--- src/rtl/pim_pkg.sv ---
// Shared definitions for the PIM instruction dispatcher.
// - Instruction width and opcode field constants for the CU encoding.
// - Field offsets used to decode read/write/ALU words.
// - FSM state type for the dispatcher issue sequencer.
// - is_illegal(): flags the two reserved non-ALU opcodes (3'b010, 3'b011).
package pim_pkg;

  localparam int INSTR_W  = 45;
  localparam int ALU_BIT  = 44;
  localparam int ADDR_LSB = 32;
  localparam int ADDR_W   = 10;
  localparam int DATA_W   = 32;

  localparam logic [2:0] OP_READ  = 3'b000;
  localparam logic [2:0] OP_WRITE = 3'b001;

  typedef enum logic [1:0] {
    ST_IDLE      = 2'd0,
    ST_ISSUE     = 2'd1,
    ST_WAIT_ACK  = 2'd2,
    ST_WAIT_DONE = 2'd3
  } state_e;

  // A word is illegal when it is not an ALU op and its opcode is neither
  // a read nor a write.
  function automatic logic is_illegal(input logic [INSTR_W-1:0] instr);
    logic [2:0] op;
    op = instr[ALU_BIT -: 3];
    return !op[2] && (op != OP_READ) && (op != OP_WRITE);
  endfunction

endpackage

--- src/rtl/pim_instr_fifo.sv ---
// Circular synchronous FIFO holding queued PIM instructions.
// Pointers carry one extra wrap bit so full and empty are distinguishable.
// A push is only accepted when not full (even if a pop happens in the same
// cycle); a pop is only accepted when not empty. There is no bypass: a word
// pushed into an empty FIFO is visible on pop_data_o the following cycle.
// Ports:
//   clk_i, rst_ni    clock, asynchronous active-low reset
//   push_i/push_data_i  write request and data
//   pop_i/pop_data_o    read request and head-of-queue data (combinational)
//   full_o, empty_o, level_o  status; level_o is the current occupancy
import pim_pkg::*;

module pim_instr_fifo #(
  parameter int DEPTH = 8,
  parameter int WIDTH = 45
) (
  input  logic                   clk_i,
  input  logic                   rst_ni,
  input  logic                   push_i,
  input  logic [WIDTH-1:0]       push_data_i,
  input  logic                   pop_i,
  output logic [WIDTH-1:0]       pop_data_o,
  output logic                   full_o,
  output logic                   empty_o,
  output logic [$clog2(DEPTH):0] level_o
);

  localparam int AW = $clog2(DEPTH);

  logic [WIDTH-1:0] mem_q [DEPTH];
  logic [AW:0]      wr_ptr_q;
  logic [AW:0]      rd_ptr_q;
  logic             push_ok;
  logic             pop_ok;

  // Same index with opposite wrap bits means the write side is a full lap ahead.
  assign full_o     = (wr_ptr_q[AW] != rd_ptr_q[AW]) &&
                      (wr_ptr_q[AW-1:0] == rd_ptr_q[AW-1:0]);
  assign empty_o    = (wr_ptr_q == rd_ptr_q);
  assign level_o    = wr_ptr_q - rd_ptr_q;
  assign pop_data_o = mem_q[rd_ptr_q[AW-1:0]];

  assign push_ok = push_i && !full_o;
  assign pop_ok  = pop_i && !empty_o;

  always_ff @(posedge clk_i or negedge rst_ni) begin
    if (!rst_ni) begin
      wr_ptr_q <= '0;
      rd_ptr_q <= '0;
    end else begin
      if (push_ok) wr_ptr_q <= wr_ptr_q + 1'b1;
      if (pop_ok)  rd_ptr_q <= rd_ptr_q + 1'b1;
    end
  end

  // Storage needs no reset: the pointers decide what is valid.
  always_ff @(posedge clk_i) begin
    if (push_ok) mem_q[wr_ptr_q[AW-1:0]] <= push_data_i;
  end

endmodule

--- src/rtl/pim_instr_dispatcher.sv ---
// Instruction buffer and issue sequencer in front of the PIM control unit.
// Host words are queued in pim_instr_fifo and issued one at a time: the head
// is popped into cu_instruction, cu_operation_enable is held for EN_CYCLES
// cycles, then the FSM waits for cu_ready to fall (CU started) and rise
// again (CU done) before the next issue.
//
// Handshake: a host transfer happens on a rising edge where in_valid and
// in_ready are both high; in_ready is high whenever the FIFO is not full,
// and in_valid may drop at any time without a transfer.
//
// Ports:
//   clk, rst              clock, asynchronous active-low reset
//   in_instr/in_valid/in_ready   host push interface
//   cu_instruction        registered word to the CU, held until next issue
//   cu_operation_enable   start pulse, EN_CYCLES cycles wide
//   cu_ready              CU idle/done indication
//   fill_level            FIFO occupancy
//   busy                  FSM not in IDLE
//   issued_count          completed instructions, wraps at 16 bits
//   illegal_instr         sticky illegal-opcode flag (PIM_DISPATCH_CHECK_EN only)
//   dbg_state             current FSM state (pim_pkg::state_e encoding)
//
// Build option PIM_DISPATCH_CHECK_EN: illegal opcodes are dropped at pop,
// never reach the CU, and set illegal_instr until reset.
import pim_pkg::*;

module pim_instr_dispatcher #(
  parameter int DEPTH     = 8,
  parameter int INSTR_W   = 45,
  parameter int EN_CYCLES = 2
) (
  input  logic                   clk,
  input  logic                   rst,
  input  logic [INSTR_W-1:0]     in_instr,
  input  logic                   in_valid,
  output logic                   in_ready,
  output logic [INSTR_W-1:0]     cu_instruction,
  output logic                   cu_operation_enable,
  input  logic                   cu_ready,
  output logic [$clog2(DEPTH):0] fill_level,
  output logic                   busy,
  output logic [15:0]            issued_count,
`ifdef PIM_DISPATCH_CHECK_EN
  output logic                   illegal_instr,
`endif
  output logic [1:0]             dbg_state
);

  localparam int CW = $clog2(EN_CYCLES + 1);

  state_e               state_q;
  logic [CW-1:0]        en_cnt_q;
  logic [INSTR_W-1:0]   instr_q;
  logic                 en_q;
  logic [15:0]          count_q;

  logic                 fifo_full;
  logic                 fifo_empty;
  logic [INSTR_W-1:0]   fifo_head;
  logic                 push;
  logic                 pop;
  logic                 drop;

  assign push = in_valid && !fifo_full;
  // Pop only when idle and the CU is ready; an illegal head is popped too,
  // but then dropped instead of issued.
  assign pop  = (state_q == ST_IDLE) && !fifo_empty && cu_ready;

`ifdef PIM_DISPATCH_CHECK_EN
  logic illegal_q;
  assign drop          = is_illegal(fifo_head);
  assign illegal_instr = illegal_q;

  always_ff @(posedge clk or negedge rst) begin
    if (!rst)              illegal_q <= 1'b0;
    else if (pop && drop)  illegal_q <= 1'b1;
  end
`else
  assign drop = 1'b0;
`endif

  pim_instr_fifo #(
    .DEPTH (DEPTH),
    .WIDTH (INSTR_W)
  ) u_fifo (
    .clk_i       (clk),
    .rst_ni      (rst),
    .push_i      (push),
    .push_data_i (in_instr),
    .pop_i       (pop),
    .pop_data_o  (fifo_head),
    .full_o      (fifo_full),
    .empty_o     (fifo_empty),
    .level_o     (fill_level)
  );

  // Issue sequencer. en_cnt_q counts the enable cycles still owed, including
  // the current one, so enable drops on the edge where it reads 1.
  always_ff @(posedge clk or negedge rst) begin
    if (!rst) begin
      state_q  <= ST_IDLE;
      en_cnt_q <= '0;
      instr_q  <= '0;
      en_q     <= 1'b0;
      count_q  <= '0;
    end else begin
      case (state_q)
        ST_IDLE: begin
          if (pop && !drop) begin
            instr_q  <= fifo_head;
            en_q     <= 1'b1;
            en_cnt_q <= CW'(EN_CYCLES);
            state_q  <= ST_ISSUE;
          end
        end
        ST_ISSUE: begin
          if (en_cnt_q == CW'(1)) begin
            en_q    <= 1'b0;
            state_q <= ST_WAIT_ACK;
          end else begin
            en_cnt_q <= en_cnt_q - CW'(1);
          end
        end
        ST_WAIT_ACK: begin
          if (!cu_ready) state_q <= ST_WAIT_DONE;
        end
        ST_WAIT_DONE: begin
          if (cu_ready) begin
            count_q <= count_q + 16'd1;
            state_q <= ST_IDLE;
          end
        end
        default: state_q <= ST_IDLE;
      endcase
    end
  end

  assign in_ready            = !fifo_full;
  assign cu_instruction      = instr_q;
  assign cu_operation_enable = en_q;
  assign busy                = (state_q != ST_IDLE);
  assign issued_count        = count_q;
  assign dbg_state           = state_q;

endmodule

--- config.mk ---
export PLATFORM = sky130hd
export DESIGN_NAME = pim_instr_dispatcher
export DESIGN_NICKNAME = d
export VERILOG_FILES = /design/src/rtl/pim_pkg.sv /design/src/rtl/pim_instr_fifo.sv /design/src/rtl/pim_instr_dispatcher.sv
export SDC_FILE = /design/constraint.sdc
export NUM_CORES = 1
export LEC_CHECK = 0
export CORE_ASPECT_RATIO = 2
export CORE_MARGIN = 3
export CORE_UTILIZATION = 62
export DETAILED_ROUTE_END_ITERATION = 8
export GPL_TIMING_DRIVEN = 0
export HOLD_SLACK_MARGIN = 0.08
export PLACE_DENSITY = 0.89
export SYNTH_ARGS = -nofsm -noshare
export SYNTH_HDL_FRONTEND = slang
export SYNTH_SLANG_ARGS = --single-unit
--- constraint.sdc ---
create_clock -name clk -period 15.38 [get_ports clk]
set_input_delay 4.614 -clock clk [delete_from_list [all_inputs] [get_ports clk]]
set_output_delay 4.614 -clock clk [all_outputs]
set_load 0.02 [all_outputs]
After elaboration in Yosys (flattened, before gate mapping)
Memory sizes are Yosys's and may differ from the RTL's. A register that Yosys moved wholly into a read port is not among the register bits.
Index checks and enable logic that the tools add are counted.
- register bits after elaboration: 29
- RAM bits: 360
- bits of input ports: 49
- output and inout bits: 70
- word-level logic and storage cells: 54
- memories kept: 1
- add/subtract/negate cells: 5
- equality and inequality tests: 12
- multiplexer cells: 13
- reductions and logical operators: 17
- memory list (name ; depth ; width ; read ports ; clocked after Yosys merged registers in ; write ports ; RTL line ; RTL):
    u_fifo.mem_q ; 8 ; 45 ; 1 ; 1 ; 1 ; pim_instr_fifo.sv:30 ; logic [WIDTH-1:0] mem_q [DEPTH];
- operator list (cell ; count):
    adder 16 x 1 -> 16 bit (second input constant) ; 1
    2-to-1 mux 2 bit ; 6
    adder 4 x 1 -> 4 bit (second input constant) ; 2
    != test 2 bit (second input constant) ; 4
    case mux 2 bit (4 select lines) ; 1
    logical AND 1 bit ; 6
    AND reduction 3 bit ; 2
    equality test 2 x 1 -> 1 bit (second input constant) ; 2
    equality test 2 bit (second input constant) ; 2
    equality test 4 bit ; 1
    2-to-1 mux 1 bit ; 4
    case mux 2 bit (2 select lines) ; 1
    AND reduction 2 bit ; 2
    AND reduction 4 bit ; 1
    nonzero test 2 bit ; 2
    subtractor 4 bit ; 1
    equality test 3 bit ; 1
    logical NOT 1 bit ; 3
    logical NOT 2 bit ; 1
    != test 2 x 1 -> 1 bit (second input constant) ; 1
    case mux 1 bit (2 select lines) ; 1
    subtractor 2 x 1 -> 2 bit (second input constant) ; 1
    != test 1 bit ; 1

Depth between registers and ports, before layout
- word-level depth: 7
- mapped depth: 11

Hierarchy
From an unflattened synthesis, not the netlist that was laid out.
- cells, all modules: 866
- area, all modules: 16873.7 sq um
- by module, submodules not included (module ; times used ; cells an instance ; area an instance (sq um)):
    pim_instr_fifo ; 1 ; 673 ; 14104.8
    pim_instr_dispatcher ; 1 ; 193 ; 2768.9

Worst setup path after synthesis
No wires, ideal clock.
- path kind: in2reg
- start: in in_valid
- end: mem u_fifo.mem_q[0][0], enable pin
- arrival: 8.986 ns
- required time: 14.821 ns
- setup slack: 5.835 ns
- stages on the path: 2
- path buffers: 0
- cell sequence: nand2_1 > nor4_1
- word-level cells in the longest chain between the ends: 4
- RTL lines (what ; RTL line ; RTL):
    start: declaration ; pim_instr_dispatcher.sv:35 ; input logic in_valid,
    logical AND 1 bit ; pim_instr_dispatcher.sv:64 ; assign push = in_valid && !fifo_full;
    logical AND 1 bit ; pim_instr_fifo.sv:43 ; assign push_ok = push_i && !full_o;
    2-to-1 mux 1 bit ; pim_instr_fifo.sv:58 ; if (push_ok) mem_q[wr_ptr_q[AW-1:0]] <= push_data_i;
    2-to-1 mux 1 bit (not written as such) ; pim_instr_fifo.sv:58 ;
    end: declaration ; pim_instr_fifo.sv:30 ;
Every way passes these cells.

Worst setup path after layout
- start: reg u_fifo.rd_ptr_q[1]
- end: out fill_level[3]
- word-level cells in the longest chain between the ends: 1
- RTL lines (what ; RTL line ; RTL):
    start: declaration ; pim_instr_fifo.sv:32 ; logic [AW:0] rd_ptr_q;
    start signal: assignment ; pim_instr_fifo.sv:52 ; if (pop_ok) rd_ptr_q <= rd_ptr_q + 1'b1;
    subtractor 4 bit ; pim_instr_fifo.sv:40 ; assign level_o = wr_ptr_q - rd_ptr_q;
    end: declaration ; pim_instr_dispatcher.sv:40 ; output logic [$clog2(DEPTH):0] fill_level,
Every way passes these cells.

==> impl_metrics.ini <==
[synth]
ys_ff_latch = 434
yosys_warnings = 0
avgSynthCellArea_sq_um = 19.0
yosys-top-cells-count = edfxtp_1, nand2_1, mux4_2
async_flop_share_pct = 17.1
ys_seq_area_share_pct = 76.6
synth_area_leaders = edfxtp_1, mux4_2, dfrtp_1
synth.distinct_cells = 37
synth_top_area_cell = edfxtp_1
synth_area_sq_um = 16500
synthCells = 872
synth_edf_count = 360
yosysMostFrequentCell = edfxtp_1
yosys.area.top_type_share_pct = 65.4
synthFlopType = edfxtp_1
syn-num-nets = 934

[timing]
max_clock_freq_ghz = 0.123
fin_skew_ns = 0.0162
rsz0062_at_grt = false
final.min_clock_period_ns = 8.12
fin_ws_ns = 7.26
worstMarginPinSlew_ns = 1.02
setup-violations-final = 0
fin_setup_tns_ns = 0
holdWs_ns = 0.469
finalCritPeriodShare_pct = 52.8
hold_violations = 0
drv_slew = 0
slew_headroom_pct = 31.7

[floorplan]
die-area_sq_um = 28800
fp.dieH_um = 237
start_util_pct = 63.7
pin_count = 119
rows = 83
die_w_um = 121
core-area_sq_um = 26000

[drt]
avgViaCountPerCell = 6.51
drt_iter0_drc = 918
ant_nets = 0
drc_errors = 0
firstDrtPassIters = 5
avgRoutedWirePerCell_um = 28.2
via_count = 9318
drt_wl_total_um = 40400

[power_and_ir_drop]
p_sw_mw = 1.30
pwr-share-comb_pct = 34.2
clock_power_share_pct = 24.1
cellPowerDensity_nw_per_um2 = 199
sw_frac_of_total_pct = 33.1
power.internal_mw = 2.63
power.leakage_nw = 6.81
irDropWorstVdd_mv = 0.130
pwr-share-seq_pct = 41.7

[setup_path]
rrSetupSlack_ns = 10.81
arrival_ns = 3.51
max_stage_delay_ns = 0.63
critPathBufInv = 4
end_kind = output pin
crit_family = buffers and inverters
path_class = flip-flop to output pin
start_kind = flip-flop
path_max_fanout = 10
worstPathCellList = buf_2 -> buf_1 -> inv_1 -> ha_1 -> a21o_1 -> a21oi_1 -> xnor2_1 -> clkdlybuf4s50_1
required_ns = 10.77
slowest_stage = clkdlybuf4s50_1

[cts]
hold_buffers = 0
cts.sinks = 434
cts_setup_buffers = 0
cts_made_buffers = 36
post_cts_resized = 0
clk_latency_ns = 0.53
htreeDepth = 2
root_buffer = clkbuf_16
cts_tree = built
cts_buffer_depth = 3
path_clk_slew_ns = 0.07

[placed_design]
gp_congestion = 0.764
placed_area_sq_um = 18600
pre_cts_ws_ns = 7.93
dp_cells = 1362
portBuffers = 118
hpwl_um = 24800

[global_route]
grt_pass1_vias = 9864
antenna_found_initial = 4
grt_overflow_total = 0
grt_pass1_wl_um = 60700
grt_max_degree = 54
grt.total_usage_pct = 28.9

[job]
maxCapViolCount = 0

[min_path]
hold_class = flip-flop to flip-flop

[final_layout]
nets = 1122
drive_gt1_share_pct = 19.8
finalInstanceArea_sq_um = 19800
finalNonFillerCells = 1431
synthToLayoutAreaGrowth_pct = 19.7
fillCellCount = 1341

[outcome]
status = complete, no violations
[layout by cell type, fill, tap and decap left out, types with 4 or more instances in the layout]
cell type        count
buf_1                9
mux4_2              90
buf_4               11
ha_1                12
clkbuf_8             4
buf_8                4
clkbuf_1            18
xor2_1               5
clkinv_2             7
buf_6               16
clkbuf_16           37
inv_1               13
a21oi_1              4
a31oi_1             46
xnor2_1             20
nand3_1              7
edfxtp_1           360
nor2_1              49
dfrtp_1             74
clkdlybuf4s50_1    117
nor3_2               4
nand2_1            110
bufinv_16            4
buf_2               19
[cell families (layout without fill, tap and decap cells)]
kind of cell | after synthesis | after routing | synth area share [%]
AO/OA/AOI/OAI | 63 | 63 | 2.48
XOR/XNOR | 25 | 25 | 1.32
adder cells (fa/ha/maj) | 13 | 13 | 1.03
buffers and inverters | 56 | 272 | 1.46
flip-flops | 434 | 434 | 76.6
multiplexers | 94 | 94 | 12.5
other | 0 | 3 | 0
AND/OR/NAND/NOR | 187 | 187 | 4.58
[layer usage]
layer	track usage [%]	up-vias	part of all wire [%]
met4	15.4	2	5.8
met3	4.73	151	8.1
met5	0	-	0.032
met2	49.0	653	54
met1	35.8	4716	33
li1	-	3796	-
[cell type report]
type                            instances  area, sq um  share of cell area [%]
Antenna cell                            3         7.51                  0.0380
Multi-Input combinational cell        382         3670                    18.5
Tap cell                              340          425                    2.15
Buffer                                 41          185                   0.936
Inverter                               15         56.3                   0.285
Clock buffer                           48         1010                    5.09
Clock inverter                         18          204                    1.03
Timing Repair Buffer                  150         1570                    7.92
Sequential cell                       434        12700                    64.0
[power by group through the flow]
| stage | Sequential [mW] | Combinational (mW) | Clock [mW] |
|---|---|---|---|
| after global routing | 1.65 | 1.43 | 0.999 |
| after CTS | 1.63 | 1.35 | 0.956 |
| final | 1.64 | 1.35 | 0.948 |
| after floorplan | 1.70 | 0.730 | 0 |
| after detailed placement | 1.65 | 1.32 | 0 |
| after global placement | 1.66 | 1.22 | 0 |
[worst paths after layout]
path / from / endpoint / cells after the start
hold / removal: issued_count[15] / issued_count[15] / 1
setup / recovery: u_fifo.rd_ptr_q[1] / fill_level[3] / 8
max in group asynchronous: rst / cu_instruction[16] / 2
min in group asynchronous: rst / cu_instruction[30] / 1
hold reg to reg: issued_count[15] / issued_count[15] / 1
setup reg to reg: u_fifo.rd_ptr_q[1] / u_fifo.mem_q[4][9] / 11
[registers in the layout, indices dropped and copies added, names as in the netlist]
signal	cells
issued_count	16
cu_instruction	45
en_cnt_q	2
u_fifo.mem_q	360
u_fifo.rd_ptr_q	4
cu_operation_enable	1
dbg_state	2
u_fifo.wr_ptr_q	4
[through the flow]
step / util [%] / total power, mW
after detailed placement: 71.5 / 2.97
after global routing: 76.2 / 4.08
after floorplan: - / 2.43
final: 76.2 / 3.94
after global placement: 69.9 / 2.88
after CTS: 76.2 / 3.94
(Power assumes the default switching activity.)
